[config.mk]
export PLATFORM = sky130hd
export DESIGN_NAME = intr_ctrl_flat
export DESIGN_NICKNAME = d
export VERILOG_FILES = /design/src/rtl/intr_ctrl_pkg.sv /design/src/rtl/intr_ctrl_if.sv /design/src/rtl/intr_timer.sv /design/src/rtl/intr_ctrl.sv /design/src/flat_wrapper.sv
export SDC_FILE = /design/constraint.sdc
export NUM_CORES = 1
export LEC_CHECK = 0
export CORE_AREA = 2 2 113 115
export CTS_CLUSTER_SIZE = 40
export DETAILED_ROUTE_END_ITERATION = 10
export DIE_AREA = 0 0 115 117
export GPL_ROUTABILITY_DRIVEN = 0
export PLACE_DENSITY = 0.76
export SLEW_MARGIN = 20
export SYNTH_ARGS = -nofsm -noshare
export SYNTH_HDL_FRONTEND = slang
export SYNTH_HIERARCHICAL = 1
export SYNTH_SLANG_ARGS = --single-unit
[constraint.sdc]
create_clock -name clk -period 6.7 [get_ports clk]
set_clock_uncertainty 0.15 [all_clocks]
set_input_delay 1.34 -clock clk [delete_from_list [all_inputs] [get_ports clk]]
set_output_delay 1.34 -clock clk [all_outputs]
set_load 0.05 [all_outputs]
[src/rtl/intr_ctrl_pkg.sv]
`default_nettype none
// ============================================================================
// Module   : intr_ctrl_pkg
// Purpose  : Shared types and constants for the CP0 interrupt source block:
//            FSM state encoding, register map and INFO field offsets.
// Revision : 1.0 - initial release
// ============================================================================
package intr_ctrl_pkg;

    // Request/acknowledge/eret handshake with CP0
    typedef enum logic [1:0] {
        IDLE    = 2'd0,
        REQ     = 2'd1,
        SERVICE = 2'd2
    } state_t;

    // Register port addresses
    localparam logic [1:0] c_addr_mask      = 2'd0;
    localparam logic [1:0] c_addr_pending   = 2'd1;
    localparam logic [1:0] c_addr_timer_cmp = 2'd2;
    localparam logic [1:0] c_addr_info      = 2'd3;

    // Source index owned by the internal compare timer
    localparam int c_timer_src = 0;

    // INFO register layout
    localparam int c_info_state_lsb = 8;
    localparam int c_info_id_lsb    = 0;

endpackage : intr_ctrl_pkg
`default_nettype wire

[src/rtl/intr_ctrl_if.sv]
`default_nettype none
// ============================================================================
// Module   : intr_ctrl_if
// Purpose  : Register port plus CP0 handshake between the CPU core and the
//            interrupt source block.
// Revision : 1.0 - initial release
// ============================================================================
interface intr_ctrl_if #(
    parameter int N_SRC = 8
);
    localparam int ID_W = $clog2(N_SRC);

    logic            reg_we;
    logic [1:0]      reg_addr;
    logic [31:0]     reg_wdata;
    logic [31:0]     reg_rdata;
    logic [31:0]     cp0_status;
    logic            int_ack;
    logic            eret;
    logic            intr;
    logic [ID_W-1:0] irq_id;

    // CPU / CP0 side
    modport master (
        output reg_we, reg_addr, reg_wdata, cp0_status, int_ack, eret,
        input  reg_rdata, intr, irq_id
    );

    // Interrupt controller side
    modport slave (
        input  reg_we, reg_addr, reg_wdata, cp0_status, int_ack, eret,
        output reg_rdata, intr, irq_id
    );

endinterface : intr_ctrl_if
`default_nettype wire

[src/rtl/intr_timer.sv]
`default_nettype none
// ============================================================================
// Module   : intr_timer
// Purpose  : Free-running compare timer. Counts while the compare value is
//            non-zero and emits a one-cycle wrap pulse on count==cmp-1.
// Revision : 1.0 - initial release
// ============================================================================
module intr_timer #(
    parameter int TIMER_W = 32
) (
    input  wire logic               clk,
    input  wire logic               rst_n,
    input  wire logic               cmp_we,
    input  wire logic [TIMER_W-1:0] cmp_wdata,
    output logic      [TIMER_W-1:0] cmp,
    output logic                    wrap
);

    logic [TIMER_W-1:0] r_count;
    logic [TIMER_W-1:0] r_cmp;

    // A compare write restarts the period, so no wrap is reported that cycle
    assign wrap = (r_cmp != '0) && (r_count == (r_cmp - 1'b1)) && !cmp_we;
    assign cmp  = r_cmp;

    // Compare register and counter; cmp==0 parks the counter at zero
    always_ff @(posedge clk or negedge rst_n) begin
        if (!rst_n) begin
            r_cmp   <= '0;
            r_count <= '0;
        end else if (cmp_we) begin
            r_cmp   <= cmp_wdata;
            r_count <= '0;
        end else if (r_cmp == '0 || wrap) begin
            r_count <= '0;
        end else begin
            r_count <= r_count + 1'b1;
        end
    end

endmodule : intr_timer
`default_nettype wire

[src/rtl/intr_ctrl.sv]
`default_nettype none
// ============================================================================
// Module   : intr_ctrl
// Purpose  : Latches, masks and prioritises peripheral and timer interrupts
//            and drives a single registered request into CP0, tracking
//            ack/eret so each event is delivered exactly once.
// Revision : 1.0 - initial release
// ============================================================================
module intr_ctrl #(
    parameter int N_SRC   = 8,
    parameter int TIMER_W = 32
) (
    input  wire logic             clk,
    input  wire logic             rst_n,
    input  wire logic [N_SRC-2:0] src_irq,
    intr_ctrl_if.slave            bus
);
    import intr_ctrl_pkg::*;

    localparam int ID_W = $clog2(N_SRC);

    logic [N_SRC-1:0]   r_mask;
    logic [N_SRC-1:0]   r_pending;
    logic [N_SRC-2:0]   r_src_prev;
    state_t             r_state;
    logic               r_intr;
    logic [ID_W-1:0]    r_irq_id;

    state_t             w_state_nxt;
    logic               w_intr_nxt;
    logic [ID_W-1:0]    w_irq_id_nxt;
    logic               w_ack_clr;
    logic [ID_W-1:0]    w_lowest;
    logic [N_SRC-1:0]   w_eligible;
    logic [N_SRC-1:0]   w_set;
    logic [N_SRC-1:0]   w_clr;
    logic [N_SRC-1:0]   w_pending_nxt;
    logic               w_enable;
    logic               w_mask_we;
    logic               w_pend_we;
    logic               w_cmp_we;
    logic               w_wrap;
    logic [TIMER_W-1:0] w_cmp;
    logic [31:0]        w_rdata;
    logic               w_unused;

    assign w_mask_we = bus.reg_we && (bus.reg_addr == c_addr_mask);
    assign w_pend_we = bus.reg_we && (bus.reg_addr == c_addr_pending);
    assign w_cmp_we  = bus.reg_we && (bus.reg_addr == c_addr_timer_cmp);

    assign w_enable   = bus.cp0_status[0] & bus.cp0_status[4];
    assign w_eligible = r_pending & r_mask;

    // Only the status enable bits and the low data bits are consumed
    assign w_unused = &{1'b0, bus.cp0_status, bus.reg_wdata};

    intr_timer #(
        .TIMER_W (TIMER_W)
    ) u_timer (
        .clk       (clk),
        .rst_n     (rst_n),
        .cmp_we    (w_cmp_we),
        .cmp_wdata (bus.reg_wdata[TIMER_W-1:0]),
        .cmp       (w_cmp),
        .wrap      (w_wrap)
    );

    // Rising edges of peripheral lines sit above the timer bit; sets beat clears
    always_comb begin
        w_set                = {src_irq & ~r_src_prev, 1'b0};
        w_set[c_timer_src]   = w_wrap;
        w_clr                = '0;
        if (w_pend_we) begin
            w_clr = bus.reg_wdata[N_SRC-1:0];
        end
        if (w_ack_clr) begin
            w_clr = w_clr | (N_SRC'(1) << r_irq_id);
        end
        w_pending_nxt = (r_pending & ~w_clr) | w_set;
    end

    // Lowest eligible index wins
    always_comb begin
        w_lowest = '0;
        for (int i = N_SRC - 1; i >= 0; i--) begin
            if (w_eligible[i]) begin
                w_lowest = ID_W'(i);
            end
        end
    end

    // Mask, pending latch and edge-detect history
    always_ff @(posedge clk or negedge rst_n) begin
        if (!rst_n) begin
            r_mask     <= '0;
            r_pending  <= '0;
            r_src_prev <= '0;
        end else begin
            if (w_mask_we) begin
                r_mask <= bus.reg_wdata[N_SRC-1:0];
            end
            r_pending  <= w_pending_nxt;
            r_src_prev <= src_irq;
        end
    end

    // Handshake FSM next state; irq_id is frozen once a request is raised
    always_comb begin
        w_state_nxt  = r_state;
        w_intr_nxt   = r_intr;
        w_irq_id_nxt = r_irq_id;
        w_ack_clr    = 1'b0;
        case (r_state)
            IDLE: begin
                if ((|w_eligible) && w_enable) begin
                    w_state_nxt  = REQ;
                    w_intr_nxt   = 1'b1;
                    w_irq_id_nxt = w_lowest;
                end
            end
            REQ: begin
                if (bus.int_ack) begin
                    w_state_nxt = SERVICE;
                    w_intr_nxt  = 1'b0;
                    w_ack_clr   = 1'b1;
                end else if (!w_eligible[r_irq_id] || !w_enable) begin
                    w_state_nxt = IDLE;
                    w_intr_nxt  = 1'b0;
                end
            end
            SERVICE: begin
                if (bus.eret) begin
                    w_state_nxt = IDLE;
                end
            end
            default: begin
                w_state_nxt = IDLE;
                w_intr_nxt  = 1'b0;
            end
        endcase
    end

    // Handshake FSM state register
    always_ff @(posedge clk or negedge rst_n) begin
        if (!rst_n) begin
            r_state  <= IDLE;
            r_intr   <= 1'b0;
            r_irq_id <= '0;
        end else begin
            r_state  <= w_state_nxt;
            r_intr   <= w_intr_nxt;
            r_irq_id <= w_irq_id_nxt;
        end
    end

    // Register read mux; forced to zero while reset is asserted
    always_comb begin
        w_rdata = '0;
        if (rst_n) begin
            case (bus.reg_addr)
                c_addr_mask:      w_rdata[N_SRC-1:0]   = r_mask;
                c_addr_pending:   w_rdata[N_SRC-1:0]   = r_pending;
                c_addr_timer_cmp: w_rdata[TIMER_W-1:0] = w_cmp;
                c_addr_info: begin
                    w_rdata[c_info_state_lsb +: 2] = r_state;
                    w_rdata[c_info_id_lsb +: ID_W] = r_irq_id;
                end
            endcase
        end
    end

    assign bus.reg_rdata = w_rdata;
    assign bus.intr      = r_intr;
    assign bus.irq_id    = r_irq_id;

endmodule : intr_ctrl
`default_nettype wire

[src/flat_wrapper.sv]
// flat-port wrapper written by rule: the top's interface ports become plain ports
module intr_ctrl_flat import intr_ctrl_pkg::*;
#(
    parameter int N_SRC   = 8,
    parameter int TIMER_W = 32
)
  (clk, rst_n, src_irq, bus_reg_we, bus_reg_addr, bus_reg_wdata, bus_cp0_status, bus_int_ack, bus_eret, bus_reg_rdata, bus_intr, bus_irq_id);
  intr_ctrl_if #(.N_SRC(N_SRC)) bus_i ();
  input  wire logic clk;
  input  wire logic rst_n;
  input  wire logic [N_SRC-2:0] src_irq;
  input wire logic [$bits(bus_i.reg_we)-1:0] bus_reg_we;
  input wire logic [$bits(bus_i.reg_addr)-1:0] bus_reg_addr;
  input wire logic [$bits(bus_i.reg_wdata)-1:0] bus_reg_wdata;
  input wire logic [$bits(bus_i.cp0_status)-1:0] bus_cp0_status;
  input wire logic [$bits(bus_i.int_ack)-1:0] bus_int_ack;
  input wire logic [$bits(bus_i.eret)-1:0] bus_eret;
  output wire logic [$bits(bus_i.reg_rdata)-1:0] bus_reg_rdata;
  output wire logic [$bits(bus_i.intr)-1:0] bus_intr;
  output wire logic [$bits(bus_i.irq_id)-1:0] bus_irq_id;
  assign bus_i.reg_we = bus_reg_we;
  assign bus_i.reg_addr = bus_reg_addr;
  assign bus_i.reg_wdata = bus_reg_wdata;
  assign bus_i.cp0_status = bus_cp0_status;
  assign bus_i.int_ack = bus_int_ack;
  assign bus_i.eret = bus_eret;
  assign bus_reg_rdata = bus_i.reg_rdata;
  assign bus_intr = bus_i.intr;
  assign bus_irq_id = bus_i.irq_id;
  intr_ctrl #(.N_SRC(N_SRC), .TIMER_W(TIMER_W)) u_core (.clk(clk), .rst_n(rst_n), .src_irq(src_irq), .bus(bus_i));
endmodule
Word-level counts from Yosys, hierarchy flattened
Cells that the tools add are included.
Widths: inputs -> output; s select.
- register bits after elaboration: 93
- logic and storage cells: 79
- add/subtract/negate cells: 2
- $lt $le $gt $ge: 1
- eq/ne operators: 9
- shifts and indexed selects: 1
- muxes and demuxes: 30
- bitwise operators: 9
- reduce and logical (&&, ||, !) cells: 19
- operators by type and width (operator ; count):
    $mux 32 ; 3
    $add 32x1->32 const B ; 1
    $eq 32x32->1 ; 1
    $logic_not 32->1 ; 1
    $reduce_bool 32->1 ; 1
    $sub 32x1->32 const B ; 1
    $mux 3 ; 8
    $mux 22 ; 1
    $and 8x8->8 ; 2
    $mux 8 ; 2
    $or 8x8->8 ; 2
    $pmux 5 s3 ; 1
    $pmux 3 s4 ; 1
    $mux 2 ; 4
    $not 8->8 ; 1
    $reduce_or 8->1 ; 1
    $shl 1x3->8 const A ; 1
    $and 7x7->7 ; 1
    $not 7->7 ; 1
    $eq 2x2->1 const B ; 3
    $logic_and 1x1->1 ; 6
    $mux 1 ; 6
    $pmux 2 s3 ; 1
    $reduce_and 3->1 ; 2
    14 further kinds ; 19

Longest topological paths before layout
- word-level depth: 9
- gate-level depth with buffers: 11

Hierarchy
Netlist, hierarchy kept.
- by module, submodules not included (module ; times used ; cells each ; area an instance (µm²) ; sequential area each (µm²)):
    intr_timer ; 1 ; 466 ; 4312.9 ; 1601.5
    intr_ctrl ; 1 ; 182 ; 1726.7 ; 725.7

Worst setup path after synthesis
No wires, ideal clock.
- kind: input-to-output
- from: input port bus_reg_addr[1]
- to: output port bus_reg_rdata[11]
- data arrival time: 2.486 ns
- required time: 5.210 ns
- slack: 2.724 ns
- cell stages on the path: 5
- path buffers: 2
- cell sequence: buf_2 -> nand2_1 -> nor2_1 -> clkbuf_1 -> and2_1
- longest elaborated chain between the ends: 3
- RTL lines (what ; RTL line ; RTL):
    start, declared ; flat_wrapper.sv:13 ; input wire logic [$bits(bus_i.reg_addr)-1:0] bus_reg_addr;
    $eq 2x2->1 ; intr_ctrl.sv:160 ; case (bus.reg_addr)
    $mux 22 ; intr_ctrl.sv:160 ;
    $mux 32 ; intr_ctrl.sv:159 ; if (rst_n) begin
    end, declared ; flat_wrapper.sv:18 ; output wire logic [$bits(bus_i.reg_rdata)-1:0] bus_reg_rdata;
No other way between the ends.

Worst setup path in the final report
- from: input port bus_reg_addr[1]
- to: output port bus_reg_rdata[6]
- longest elaborated chain between the ends: 3
- elaborated cells on any way between the ends: 5
- those cells by class: 2 x eq/ne; 2 x mux; 1 x reduce/logical
- RTL lines (what ; RTL line):
    $eq 2x2->1, or another cell as far along ; intr_ctrl.sv:160
    $pmux 5 s3 (*) ; intr_ctrl.sv:160
    $mux 32 (*) ; intr_ctrl.sv:159
Mark *: on every way between the ends. The rest lies on a longest branch, timed or not.

==> metrics.md <==
| Metric | Value |
|---|---|
| Outcome | complete, no violations |
| Crit start category | input pin |
| Most used cell along the critical path | clkdlybuf4s50_1 |
| Seq pwr share | approximately two fifths |
| DRC | 0 |
| Max incr delay on CP | around 800 ps |
| Syn avg cell area | a little over 9 µm² |
| IO Pins | 114 |
| Most area-consuming cells after synthesis | dfrtp_1, mux2_2, xnor2_1 |
| Max-slew violation count | 0 |
| Logic pwr share | slightly below 30% |
| Row cnt | between 40 and 50 |
| Nets | approximately 810 |
| Setup crit end kind | output port |
| Total Routed Length | 15.56 mm |
| Hold Slack | about 260 ps |
| Post-CTS Resized | 0 |
| CTS tree | yes |
| Dpl ws | around 1500 ps |
| Vias in the first global route | 5299 |
| CP Cell Sequence | clkdlybuf4s50_1 > nor2b_1 > nand2_1 > o21ai_0 > and2_1 > clkdlybuf4s50_1 |
| Clock period minus worst slack | between 5000 and 6000 ps |
| Core box area | about 12000 µm² |
| Root Driver | clkbuf_16 |
| Clock transition at path regs | 60 ps |
| Proportion of layout cells with a drive suffix above 1 | around 15% |
| ANT cells | 0 |
| I/O Buffers | 83 |
| CP arrival | 3770 ps |
| Worst Hold Class | flip-flop to flip-flop |
| Slowest-stage cell, CP | clkdlybuf4s50_1 |
| TNS Setup | 0 ps |
| Unrepaired setup endpoints after global routing | no |
| Tot Pwr | about 1.9 mW |
| Synth cell count leaders | dfrtp_1, nand2_1, xnor2_1 |
| CTS Buffer Depth | 2 |
| Global-route wire length before repair | about 26 mm |
| DP Cell Count | between 800 and 900 |
| Worst Max-Slew Pin Slew | ~830 ps |
| Chip Width | 115 µm |
| FFs w/ async S/R, synth | between 90% and 100% |
| Worst skew pair latency | roughly 350 ps |
| Initial Util | between 40 and 50% |
| PD cells | 263.3 nW/µm² |
| Final Hold Fails | 0 |
| Yosys warnings | 6 |
| Worst EP required | 5210 ps |
| Post-route ant nets | 0 |
| P_leak | just under 3 nW |
| Initial DRC count | slightly above 400 |
| Number of distinct library cells after synthesis | 81 |
| Max Cap Viol | 0 |
| Synthesis-to-finish area growth | 20.88% |
| Cell Int Power | roughly 1.2 mW |
| Clock share of power | 29.5% |
| Mapped cell area | just over 6000 µm² |
| Cell family with most CP delay | buffers and inverters |
| Hold buffers post-CTS | 0 |
| Worst VDD drop | 0.2009 mV |
| Worst setup margin | between 1000 and 1500 ps |
| Gr ovfl total | 0 |
| Via density | a little under 6 |
| Slew margin rel. | between 40 and 50% |
| Top FF cell, synth | dfrtp_1 |
| Syn nets | about 730 |
| Post-synthesis instance total | roughly 650 |
| Routed length per instance | around 18 µm |
| Detailed Place HPWL | approximately 12 mm |
| H-tree Lvls | 3 |
| Synth area leader | dfrtp_1 |
| Die area | about 13000 µm² |
| GRT Util Overall | roughly 25% |
| Switch share | 35.73% |
| Clk sinks | just over 90 |
| Worst Path Class, Setup | input pin to output port |
| Buf+Inv Stages, Crit Path | 2 |
| Setup bufs post-CTS | 0 |
| Router iterations before antenna repair | 5 |
| Max Fanout on Critical Path | 12 |
| Initial antenna violation count | 0 |
| Final-layout fill cell count | 1067 |
| Pin count of the biggest net entering global routing | 58 |
| Most numerous cell in the Yosys netlist | dfrtp_1 |
| Die height | between 100 and 150 µm |
| Share of the yosys chip area belonging to registers | 38.53% |
| Setup-failing EPs final | 0 |
| CTS Buf Count | 9 |
| Period Utilization, post-route | roughly four fifths |
| Fmax | between 150 and 200 MHz |
| Yosys top cell area share | between 30% and 40% |
| Post-synthesis register bit count | 93 |
| Vias post-DR | just over 5000 |
| Post-synth EDFFs | 0 |
| Finished Layout Cells | 879 |
| Net load switching power | approximately 0.69 mW |
-- placed cells by master, fill, tap and decap left out, drive strengths merged, types with 3 or more instances in the layout --
| cell | Yosys | routed |
|---|---|---|
| ha | 3 | 3 |
| nand4b | 3 | 3 |
| nand2b | 4 | 4 |
| mux4 | 3 | 3 |
| a2111oi | 3 | 3 |
| clkdlybuf4s50 | 0 | 82 |
| nand3b | 3 | 3 |
| o21a | 3 | 3 |
| a21oi | 13 | 13 |
| dfrtp | 93 | 93 |
| o31ai | 3 | 3 |
| inv | 16 | 18 |
| nor2 | 52 | 52 |
| o21ai | 27 | 27 |
| a31oi | 3 | 3 |
| nand4 | 13 | 13 |
| clkbuf | 12 | 10 |
| xnor2 | 44 | 44 |
| nor3b | 6 | 6 |
| mux2i | 8 | 8 |
| a211o | 3 | 3 |
| mux2 | 37 | 37 |
| and3 | 7 | 7 |
| and4 | 7 | 7 |
| nor4 | 11 | 11 |
| a22oi | 4 | 4 |
| nor3 | 22 | 22 |
| xor2 | 21 | 21 |
| buf | 12 | 7 |
| or4 | 3 | 3 |
| nor2b | 5 | 5 |
| o211ai | 8 | 8 |
| and2 | 37 | 37 |
| a211oi | 3 | 3 |
| or3 | 14 | 14 |
| nand2 | 91 | 91 |
| o31a | 4 | 4 |
| nand3 | 16 | 16 |
-- registers in the layout (all words and copies together), names as in the netlist --
signal	flops
u_core/u_timer/cmp	32
u_core/u_timer/r_count	32
u_core/r_mask	8
u_core/r_pending	8
u_core/r_src_prev	7
u_core/bus.irq_id	3
u_core/r_state	2
u_core/bus.intr	1
-- path summary, 6_finish.rpt --
kind	startpoint	to	slack, ps	cells after the start
min	u_core/r_src_prev[2]	u_core/r_pending[3]	260	1
max in group asynchronous	rst_n	u_core/u_timer/r_count[9]	4500	2
min in group asynchronous	rst_n	u_core/bus.irq_id[2]	820	1
max	bus_reg_addr[1]	bus_reg_rdata[6]	1440	6
min reg2reg	u_core/r_src_prev[2]	u_core/r_pending[3]	260	1
max reg2reg	u_core/u_timer/cmp[9]	u_core/u_timer/r_count[0]	2830	8
-- kinds of logic after synthesis --
logic type                 count (synthesis)  share of synthesized area [%]
and+or+nand+nor                          303                          27.37
AOI/OAI and AO/OA                         96                          11.46
DFF                                       93                          38.53
xor gates and xnor gates                  65                          9.426
muxes                                     48                          9.406
buffers and inverters                     40                          3.190
adders and majority gates                  3                         0.6216
-- through the flow --
stage                     area (µm²)  util, %
after global placement          6968    56.60
after CTS                       7301    59.30
final                           7301    59.30
after global routing            7301    59.30
after detailed placement        6968    56.60
after floorplan                 6040        -
-- power by group through the flow --
stage,clock network [mW],logic [mW],registers [mW]
after floorplan,0,0.394,0.771
after global placement,0,0.550,0.787
after detailed placement,0,0.563,0.791
after CTS,0.581,0.570,0.782
after global routing,0.600,0.618,0.800
final,0.567,0.572,0.784
-- worst reg2reg max path, stage by stage (launching register included) --
cell and delay (ps):
dfrtp_1 470, nor4_2 570, nand4_1 550, or3_1 540
a211oi_1 310, o2111ai_1 230, a2111oi_4 360, buf_4 440
nor3b_1 120
-- routing by layer --
metal | vias to the layer above | track usage [%] | wire length [µm]
met5 | - | 0 | 0
met4 | 0 | 14.38 | 654
met3 | 44 | 3.913 | 823
met2 | 182 | 42.90 | 7775
met1 | 2496 | 28.70 | 6306
li1 | 2458 | - | -
-- final cells by class --
type / count / area, µm² / share of cell area [%]
Sequential cell: 93 / 2327 / 31.88
Multi-Input combinational cell: 515 / 3520 / 48.21
Timing Repair Buffer: 89 / 873.3 / 11.96
Clock buffer: 10 / 239.0 / 3.273
Inverter: 16 / 60.06 / 0.8226
Tap cell: 150 / 187.7 / 2.571
Clock inverter: 6 / 93.84 / 1.285
No activity file was read; power rests on OpenSTA's default activity.
